<file path="src/rtl/snes_pad_poller.sv">
// snes_pad_poller: polls NUM_PADS NES/SNES pads on a shared latch/clock and publishes active-high button frames
// Optional macro PAD_PRESS_EVENTS_EN adds per-bit new-press pulses on pressed; without it pressed is tied to 0.
// Ports: clk_50/reset (sync, active-high), poll_en (continuous polling), pad_dout (active-low serial data per pad),
//        pad_clk/pad_latch (shared pad strobes), buttons (pad p bit k at [p*NUM_BITS+k]), pressed (new-press pulses),
//        updated (pulse when buttons take a new frame), busy (LATCH entry to WAIT exit).
module snes_pad_poller #(
  parameter int NUM_PADS      = 2,
  parameter int NUM_BITS      = 16,
  parameter int HALF_PERIOD   = 300,
  parameter int LATCH_CYCLES  = 600,
  parameter int POLL_INTERVAL = 30000
) (
  input  logic                         clk_50,
  input  logic                         reset,
  input  logic                         poll_en,
  input  logic [NUM_PADS-1:0]          pad_dout,
  output logic                         pad_clk,
  output logic                         pad_latch,
  output logic [NUM_PADS*NUM_BITS-1:0] buttons,
  output logic [NUM_PADS*NUM_BITS-1:0] pressed,
  output logic                         updated,
  output logic                         busy
);
  localparam int MAXP = LATCH_CYCLES > HALF_PERIOD
                      ? (LATCH_CYCLES > POLL_INTERVAL ? LATCH_CYCLES : POLL_INTERVAL)
                      : (HALF_PERIOD > POLL_INTERVAL ? HALF_PERIOD : POLL_INTERVAL);
  localparam int TW = MAXP > 1 ? $clog2(MAXP) : 1;
  localparam int BW = NUM_BITS > 1 ? $clog2(NUM_BITS) : 1;
  localparam logic [TW-1:0] T_LATCH = TW'(LATCH_CYCLES - 1);
  localparam logic [TW-1:0] T_HALF = TW'(HALF_PERIOD - 1);
  localparam logic [TW-1:0] T_POLL = TW'(POLL_INTERVAL - 1);
  localparam logic [BW-1:0] LAST_BIT = BW'(NUM_BITS - 1);
  if (NUM_PADS < 1 || NUM_BITS < 1 || NUM_BITS > 32 || HALF_PERIOD < 1 ||
      LATCH_CYCLES < 1 || POLL_INTERVAL < 1) begin : g_bad_params
    $error("snes_pad_poller: parameters must be >= 1 and NUM_BITS <= 32");
  end
  typedef enum logic [2:0] {S_IDLE, S_LATCH, S_GAP, S_LOW, S_HIGH, S_DONE, S_WAIT} state_t;
  typedef logic [NUM_PADS-1:0][NUM_BITS-1:0] frame_t;
  state_t state_q, state_d;
  logic [TW-1:0] timer_q, timer_d;
  logic [BW-1:0] bit_q, bit_d, cap_idx;
  frame_t shift_q, shift_d, buttons_q, buttons_d;
  logic pad_clk_q, pad_clk_d, pad_latch_q, pad_latch_d, updated_q, updated_d, busy_q, busy_d;
  logic cap, tdone;
  always_comb begin
    state_d = state_q;
    tdone = timer_q == '0;
    timer_d = tdone ? '0 : timer_q - 1'b1;
    bit_d = bit_q;
    shift_d = shift_q;
    buttons_d = buttons_q;
    updated_d = 1'b0;
    cap = 1'b0;
    cap_idx = '0;
    case (state_q)
      S_IDLE: if (poll_en) begin
        state_d = S_LATCH;
        timer_d = T_LATCH;
      end
      S_LATCH: if (tdone) begin
        state_d = S_GAP;
        timer_d = T_HALF;
      end
      S_GAP: if (tdone) begin
        state_d = S_LOW;
        timer_d = T_HALF;
        bit_d = '0;
        cap = 1'b1;
      end
      S_LOW: if (tdone) begin
        state_d = S_HIGH;
        timer_d = T_HALF;
      end
      S_HIGH: if (tdone) begin
        if (bit_q == LAST_BIT) state_d = S_DONE;
        else begin
          state_d = S_LOW;
          timer_d = T_HALF;
          bit_d = bit_q + 1'b1;
          cap = 1'b1;
          cap_idx = bit_q + 1'b1;
        end
      end
      S_DONE: begin
        state_d = S_WAIT;
        timer_d = T_POLL;
        buttons_d = shift_q;
        updated_d = 1'b1;
      end
      S_WAIT: if (tdone) begin
        state_d = poll_en ? S_LATCH : S_IDLE;
        timer_d = poll_en ? T_LATCH : '0;
      end
      default: begin
        state_d = S_IDLE;
        timer_d = '0;
        bit_d = '0;
      end
    endcase
    // Sample every pad on the same edge that drives pad_clk low, before the pad's next rising-edge shift.
    if (cap) for (int p = 0; p < NUM_PADS; p++) shift_d[p][cap_idx] = ~pad_dout[p];
    pad_clk_d = state_d != S_LOW;
    pad_latch_d = state_d == S_LATCH;
    busy_d = state_d != S_IDLE;
  end
  always_ff @(posedge clk_50) begin
    if (reset) begin
      state_q <= S_IDLE;
      timer_q <= '0;
      bit_q <= '0;
      shift_q <= '0;
      buttons_q <= '0;
      pad_clk_q <= 1'b1;
      pad_latch_q <= 1'b0;
      updated_q <= 1'b0;
      busy_q <= 1'b0;
    end else begin
      state_q <= state_d;
      timer_q <= timer_d;
      bit_q <= bit_d;
      shift_q <= shift_d;
      buttons_q <= buttons_d;
      pad_clk_q <= pad_clk_d;
      pad_latch_q <= pad_latch_d;
      updated_q <= updated_d;
      busy_q <= busy_d;
    end
  end
`ifdef PAD_PRESS_EVENTS_EN
  frame_t pressed_q, pressed_d;
  always_comb pressed_d = state_q == S_DONE ? shift_q & ~buttons_q : '0;
  always_ff @(posedge clk_50) begin
    if (reset) pressed_q <= '0;
    else pressed_q <= pressed_d;
  end
  assign pressed = pressed_q;
`else
  assign pressed = '0;
`endif
  assign pad_clk = pad_clk_q;
  assign pad_latch = pad_latch_q;
  assign buttons = buttons_q;
  assign updated = updated_q;
  assign busy = busy_q;
endmodule

</file>
<file path="config.mk">
export PLATFORM = sky130hd
export DESIGN_NAME = snes_pad_poller
export DESIGN_NICKNAME = d
export VERILOG_FILES = /design/src/rtl/snes_pad_poller.sv
export SDC_FILE = /design/constraint.sdc
export NUM_CORES = 1
export LEC_CHECK = 0
export CORE_UTILIZATION = 50
export DETAILED_ROUTE_END_ITERATION = 12
export GPL_TIMING_DRIVEN = 0
export PLACE_DENSITY = 0.86
export SLEW_MARGIN = 20
export SYNTH_ARGS = -nofsm -noshare
export SYNTH_HDL_FRONTEND = slang
export SYNTH_SLANG_ARGS = --single-unit
</file>
<file path="constraint.sdc">
create_clock -name clk_50 -period 2.33 [get_ports clk_50]
set_input_delay 0.466 -clock clk_50 [delete_from_list [all_inputs] [get_ports clk_50]]
set_output_delay 0.466 -clock clk_50 [all_outputs]
set_load 0.05 [all_outputs]
</file>
== After elaboration in Yosys (flattened, before gate mapping) ==
Cells that the tools add are included.

* Order comparisons: 2
* Add/sub/neg operators: 2
* Reductions and logical operators: 7
* Equality and inequality tests: 12
* Bitwise logic cells: 3
* Multiplexer cells: 33

{| class="wikitable"
|+ Operators by type and width
! operator !! number
|-
| 15-bit two-way mux || 6
|-
| 15-bit case mux with 5 select lines || 1
|-
| 16-bit bitwise mux || 2
|-
| 4-bit two-way mux || 6
|-
| 3-bit two-way mux || 7
|-
| 3-bit case mux with 7 select lines || 1
|-
| 15-bit zero test || 1
|-
| 15-bit by 1-bit subtractor with 15-bit output, second input constant || 1
|-
| 4-bit case mux with 3 select lines || 1
|-
| 10-bit two-way mux || 1
|-
| 3-bit equality test, second input constant || 3
|-
| 3-bit by 1-bit equality test with 1-bit output, second input constant || 2
|-
| 3-bit by 2-bit equality test with 1-bit output, second input constant || 2
|-
| 1-bit two-way mux || 6
|-
| 2-bit != test, second input constant || 3
|-
| 4-bit by 5-bit less-than comparator with 1-bit output, second input constant || 1
|-
| 5-bit OR reduction || 1
|-
| 4-bit by 1-bit adder with 4-bit output, second input constant || 1
|-
| 1-bit demux with 4-bit select || 1
|-
| 4-bit equality test, second input constant || 1
|-
| 4-bit by 1-bit greater-or-equal comparator with 1-bit output, second input constant || 1
|-
| 4-bit AND reduction || 1
|-
| 3-bit zero test || 1
|-
| 3-bit by 2-bit != test with 1-bit output, second input constant || 1
|-
| 5 further kinds || 7
|}

* Word-level logic and storage cells: 70
* Output and inout port bits: 68
* Register bits after elaboration: 90

== Logic depth before layout (Yosys ltp) ==
Gate-level depths: netlist of the first run.

* Word-level depth: 9
* Gate-level depth with buffers: 10

== Worst setup path after synthesis of the first run ==
No wires, ideal clock.

* Path kind: register -> register
* Start: register timer_q[8]
* End: register shift_q[20] (netlist name)
* Data required time: 2,239 ps
* Clock period less this slack: 1,960 ps
* Arrival: 1,869 ps
* Library setup time: 91 ps
* Buffers on the path: 3
* Cell stages (with the launch flop): 9
* Path slack: 370 ps
* Path through: dfxtp_1 > nor4_4 > and4_1 > buf_2 > and4b_1 > buf_4 > buf_6 > a21oi_1 > a311oi_1

* Longest elaborated chain between the ends: 8

{| class="wikitable"
|+ RTL lines
! what !! line !! text
|-
| start, declared || 40 || <nowiki>logic [TW-1:0] timer_q, timer_d;</nowiki>
|-
| start signal, assigned || 119 || <nowiki>timer_q <= timer_d;</nowiki>
|-
| 15-bit zero test (*) || 47 || <nowiki>tdone = timer_q == '0;</nowiki>
|-
| 4-bit two-way mux || 74 || <nowiki>S_HIGH: if (tdone) begin</nowiki>
|-
| 4-bit two-way mux || 55 || <nowiki>case (state_q)</nowiki>
|-
| 4-bit by 5-bit less-than comparator with 1-bit output (implied by the code) / 4-bit by 1-bit greater-or-equal comparator with 1-bit output (equally long branches) || 101 || <nowiki>if (cap) for (int p = 0; p < NUM_PADS; p++) shift_d[p][cap_idx] = ~pad_dout[p];</nowiki>
|-
| 1-bit logical AND (implied by the code) || 101 ||
|-
| 1-bit two-way mux (implied by the code) || 101 ||
|-
| 1-bit demux with 4-bit select || 101 ||
|-
| 16-bit bitwise mux || 101 ||
|-
| end signal, assigned || 121 || <nowiki>shift_q <= shift_d;</nowiki>
|-
| end, declared || 42 || <nowiki>frame_t shift_q, shift_d, buttons_q, buttons_d;</nowiki>
|}

Mark *: on every way between the ends. The rest lies on a longest branch, timed or not.
A chain may end at the register's enable or synchronous reset.

== Final worst setup path of the first run ==
* Start: register timer_q[7]
* End: register timer_q[0]

* Longest elaborated chain between the ends: 5

{| class="wikitable"
|+ RTL lines
! what !! line !! text
|-
| 15-bit zero test (*) || 47 ||
|-
| 15-bit two-way mux || 48 || <nowiki>timer_d = tdone ? '0 : timer_q - 1'b1;</nowiki>
|-
| 15-bit two-way mux || 75 || <nowiki>if (bit_q == LAST_BIT) state_d = S_DONE;</nowiki>
|-
| 15-bit two-way mux || 74 ||
|-
| 15-bit case mux with 5 select lines (*) || 55 ||
|}

Marks and branches as above.

==> results of run 1 <==
==> synth_stat cells (all sizes together) (4+ instances only) <==
library cell / n / area, um2
a311oi: 24 / 210
clkbuf: 26 / 97.6
nor2: 25 / 93.8
buf: 41 / 292
a21oi: 70 / 350
nand4: 5 / 37.5
and4: 4 / 35.0
inv: 10 / 37.5
nand3: 17 / 90.1
xnor2: 7 / 61.3
or3: 4 / 25.0
mux2i: 5 / 50.1
a31oi: 5 / 31.3
xor2: 6 / 52.6
o21ai: 20 / 100
dfxtp: 90 / 1800
nor4: 7 / 101
nor3: 13 / 65.1
nand2: 81 / 304
==> report_power, final <==
part	internal [mW]	leakage, nW	switching (mW)	total (mW)
Clock	0.509	0.0979	0.588	1.10
Sequential	1.63	0.728	0.132	1.76
Combinational	0.482	1.04	0.775	1.26
==> cells by family (layout without fill, tap and decap cells) <==
group / after synthesis / in the layout / share of synthesized area
XOR/XNOR: 13 / 13 / 0.0272
other: 1 / 32 / 0.000897
AND/OR/NAND/NOR: 173 / 173 / 0.214
buffers and inverters: 78 / 140 / 0.103
multiplexers: 6 / 6 / 0.0147
flip-flops: 90 / 90 / 0.431
AO/OA/AOI/OAI: 136 / 136 / 0.201
adder cells (fa/ha/maj): 3 / 3 / 0.00898
==> worst min path at each step <==
stage                                to  slack [ns]  cells after the start
2_1_floorplan   buttons[0]$_SDFFE_PP0P_        0.43                      2
3_3_place_gp   buttons[18]$_SDFFE_PP0P_        0.44                      2
3_5_place_dp   buttons[21]$_SDFFE_PP0P_        0.45                      2
4_1_cts        buttons[21]$_SDFFE_PP0P_        0.46                      2
5_1_grt        buttons[28]$_SDFFE_PP0P_        0.47                      2
6_report       buttons[21]$_SDFFE_PP0P_        0.46                      2
==> state kept, by name, indices dropped and copies added (netlist names), 3 cells and up <==
signal	flops
buttons	32
timer_q	15
state_q	3
bit_q	4
shift_q	32
==> layer usage <==
layer | track usage | wire length (um) | share of wire
met1 | 0.329 | 4500 | 0.44
met2 | 0.377 | 4580 | 0.45
met3 | 0.0350 | 980 | 0.095
met4 | 0.108 | 230 | 0.022
met5 | 0 | 0 | 0
==> what timing repair did <==
item	CTS	global route
setup endpoints to repair	11	60
cloned	0	0
buffers inserted	3	3
pin swaps	2	4
gates resized for setup	2	18
==> area by class of cell <==
| cell class | instances | area (um2) | area share |
|---|---|---|---|
| buffer | 67 | 403 | 0.0784 |
| clock buffer | 10 | 128 | 0.0248 |
| clock inverter | 6 | 72.6 | 0.0141 |
| inverter | 11 | 41.3 | 0.00804 |
| multi-input combinational | 363 | 2120 | 0.412 |
| sequential | 90 | 1800 | 0.351 |
| tap | 102 | 128 | 0.0248 |
| timing repair buffer | 46 | 445 | 0.0867 |
==> per-stage QoR <==
stage / hold slack [ns] / power (mW) / setup slack, ns / cells
after global routing: 0.474 / 4.30 / -0.0208 / 695
final: 0.456 / 4.12 / 0.125 / 695
after floorplan: 0.431 / 2.67 / 0.370 / 531
after detailed placement: 0.446 / 2.90 / -0.116 / 673
after global placement: 0.443 / 2.86 / -0.0594 / 673
after CTS: 0.459 / 4.04 / 0.0204 / 692
==> tightest hold or removal path, delay by kind of cell, from the launching register on <==
kind               cells  cell delay [ns]
DFF                    1             0.32
AOI/OAI and AO/OA      1             0.05
and+or+nand+nor        1             0.05
==> flow_summary.ini, run 1 <==
[run_status]
outcome = complete, no violations

[sta]
slew_violations = 0
slew_headroom = 0.504
skew_ns = 0.0117
tightest_slew_ns = 0.741
fin_crit_sh = 0.946
fmax_mhz = 454
finalCriticalPeriod_ns = 2.20
setup_violations = 0
hold_viol = 0
setup_tns_ns = 0

[floorplanning]
die_h_um = 93.4
coreArea_mm2 = 0.00789
start_util = 0.530
die_w_um = 93.4
rows = 32
io-pin-count = 73
die_area_mm2 = 0.00873

[power_and_ir_drop]
p_per_area_mw_per_mm2 = 802
worst_ir_drop_vdd_mv = 0.358
power.leakage_nw = 1.86

[critical_path]
r2r_slack_ns = 0.13
critPathLaunchType = flip-flop
cp_slowest_cell = a221oi_1
slowest_delay_ns = 0.50
cp.arrival_ns = 2.51
critPathKind = reg -> reg
crit_end = timer_q[0]$_SDFF_PP0_
critPathTopFamily = simple AND/OR/NAND/NOR gates
critPathLaunch = timer_q[7]$_SDFF_PP0_
cp_cell_sequence = nor4_4, nand4_1, a221oi_1, o21ai_0, a21oi_1
cp_num_buf_inv = 0
r2r_cells = 5
worstSetupPathDepth = 5
reg2reg_to = timer_q[0]$_SDFF_PP0_
cp.required_ns = 2.63
cp-end-kind = flip-flop
cp_max_fo = 10
r2r_start = timer_q[7]$_SDFF_PP0_

[global_routing]
antenna_found_initial = 0
grt_pass1_vias = 3476
grt.total_usage = 0.241
grt_overflow = 0
grt_pass1_wl_mm = 16.6
grt_max_degree = 17

[yosys]
ys_types = 55
yosys_warnings = 0
synth_cells = 500
synth-seq-cells = 90
syn_avg_cell_area_um2 = 8.36
ys_seq_area_frac = 0.431
syn_area_mm2 = 0.00418
synth_edf_count = 0
async_flop_share = 0
ys.flop_type = dfxtp_1

[clocking]
cts_hold_buf = 0
clock_sinks = 90
htree_num_levels = 3
cts_max_path_buffers = 2
clk_pin_slew_ns = 0.09
insertion_delay_ns = 0.37
numCtsBuffers = 9
root_buffer = clkbuf_8
cts_tree = built

[placed_design]
placed_area_mm2 = 0.00482
gp_congestion = 0.948
portBuffers = 40
dp.final_hpwl_mm = 7.42

[run]
max-cap-violations = 0

[drt]
drtAntennaViolNets = 0
vias = 4010
viasPerCell = 5.77
drc = 0
wl_per_cell_um = 14.8
drtIter0Drc = 415
route.final.wire_length_mm = 10.3
first_pass_iters = 6

[cells_and_area]
final_util = 0.651
nFillCells = 651
layout_common_cells = dfxtp_1, nand2_1, a21oi_1, buf_4, clkdlybuf4s50_1
finalNetCount = 596
area_growth_pct = 22.9
finalInstanceArea_mm2 = 0.00514
n_antenna_cell = 0
drive_gt1_frac = 0.138
layout.cells.most_common = dfxtp_1

[hold_path]
hold_start = buttons[21]$_SDFFE_PP0P_
hold_class = reg -> reg
Note: power is estimated with default switching activity, not from simulation.
==> run 2, diff against run 1 <==
Settings changed: SETUP_SLACK_MARGIN set to 0.02, SLEW_MARGIN 20 to unset.
==> flow_summary.ini, run 2 (synthesis results as in run 1) <==
[run_status]
outcome = complete, no violations

[sta]
fmax_mhz = 455
slew_headroom = 0.503
skew_ns = 0.00989
tightest_slew_ns = 0.742
finalCriticalPeriod_ns = 2.20
setup_ws_ns = 0.130
slew_violations = 0
setup_tns_ns = 0
rsz0062_at_grt = false
setup_violations = 0
fin_crit_sh = 0.944
hold_viol = 0

[power_and_ir_drop]
power.leakage_nw = 1.87
power_mw = 4.12
worst_ir_drop_vdd_mv = 0.358
p_per_area_mw_per_mm2 = 802

[cells_and_area]
finalNetCount = 596
n_antenna_cell = 0
layout.cells.most_common = dfxtp_1
final_util = 0.651
stdcell_count = 695
drive_gt1_frac = 0.142
area_growth_pct = 22.9
layout_common_cells = dfxtp_1, nand2_1, a21oi_1, buf_4, clkdlybuf4s50_1

[hold_path]
hold_class = reg -> reg

[floorplanning]
die_area_mm2 = 0.00873
coreArea_mm2 = 0.00789
io-pin-count = 73
die_h_um = 93.4
die_w_um = 93.4
rows = 32
start_util = 0.530

[clocking]
numCtsBuffers = 9
cts_tree = built
cts_max_path_buffers = 2
htree_num_levels = 3
clock_sinks = 90
root_buffer = clkbuf_8
insertion_delay_ns = 0.37
clk_pin_slew_ns = 0.09

[global_routing]
grt_pass1_wl_mm = 16.6
grt_overflow = 0
grt.total_usage = 0.241
antenna_found_initial = 0
grt_pass1_vias = 3476
grt_max_degree = 17

[critical_path]
critPathLaunchType = flip-flop
critPathKind = reg -> reg
cp_max_fo = 10
cp-end-kind = flip-flop
cp_num_buf_inv = 3
slowest_delay_ns = 0.46
cp_slowest_cell = nor4_4
critPathTopFamily = simple AND/OR/NAND/NOR gates
cp_cell_sequence = nor4_4, and4_1, buf_4, and4b_1, buf_4, buf_6, a21oi_1, a311oi_1
cp.required_ns = 2.60
cp.arrival_ns = 2.47
crit_top_cell = buf_4

[drt]
wl_per_cell_um = 14.9
viasPerCell = 5.74
first_pass_iters = 5
drc = 0
route.final.wire_length_mm = 10.4
drtIter0Drc = 398
drtAntennaViolNets = 0
vias = 3988

[placed_design]
dp.cells = 673
place_ws_ns = -0.116
dp.final_hpwl_mm = 7.42
portBuffers = 40
gp_congestion = 0.948

[run]
max-cap-violations = 0
==> run 2: cell counts in the layout (fill, tap and decap cells not counted) <==
Identical to the previous run, type by type.
==> run 2: through the flow <==
stage | area [um2] | hold slack, ns
floorplan | 4300 | 0.431
CTS | 5050 | 0.459
detailed placement | 4820 | 0.446
global placement | 4820 | 0.443
global route | 5140 | 0.474
finish | 5140 | 0.456
==> run 2: worst reg2reg max path, stage by stage, from the launching register on <==
cell and delay [ns]:
dfxtp_1 0.37, nor4_4 0.46, and4_1 0.25, buf_4 0.16, and4b_1 0.23, buf_4 0.16, buf_6 0.14, a21oi_1 0.08
a311oi_1 0.26
==> run 2: worst paths after layout <==
check        cells after the start                       end  slack, ns                      from
min reg2reg                      2  buttons[21]$_SDFFE_PP0P_       0.46  buttons[21]$_SDFFE_PP0P_
max                              8   shift_q[4]$_SDFFE_PP0P_       0.13     timer_q[7]$_SDFF_PP0_
min                              2  buttons[21]$_SDFFE_PP0P_       0.46  buttons[21]$_SDFFE_PP0P_
max reg2reg                      8   shift_q[4]$_SDFFE_PP0P_       0.13     timer_q[7]$_SDFF_PP0_
==> run 2: area by class of cell <==
type,instances,area [um2]
multi-input cells,363,2120
inverters,11,41.3
repair buffers,46,445
plain buffers,67,405
clock inverters,6,72.6
well taps,102,128
flip-flops and latches,90,1800
fillers,650,2750
clock buffers,10,128
==> run 2: repair_timing <==
action                                  in CTS  in global routing
gates cloned                                 0                  0
pin swaps                                    2                  4
hold buffers                                 0                  0
resized for setup                            2                 22
buffers inserted                             3                  3
endpoints found under the setup margin      16                 67
==> run 2: metal layers <==
layer / track usage / up-vias / share of wire
li1: - / 1892 / -
met1: 0.329 / 1827 / 0.45
met2: 0.377 / 242 / 0.45
met3: 0.0350 / 27 / 0.085
met4: 0.108 / 0 / 0.022
met5: 0 / - / 0
==> run 2: power by group <==
group / total [mW] / internal, mW / switching, mW
sequential: 1.76 / 1.63 / 0.131
combinational: 1.26 / 0.482 / 0.776
clock: 1.10 / 0.510 / 0.589
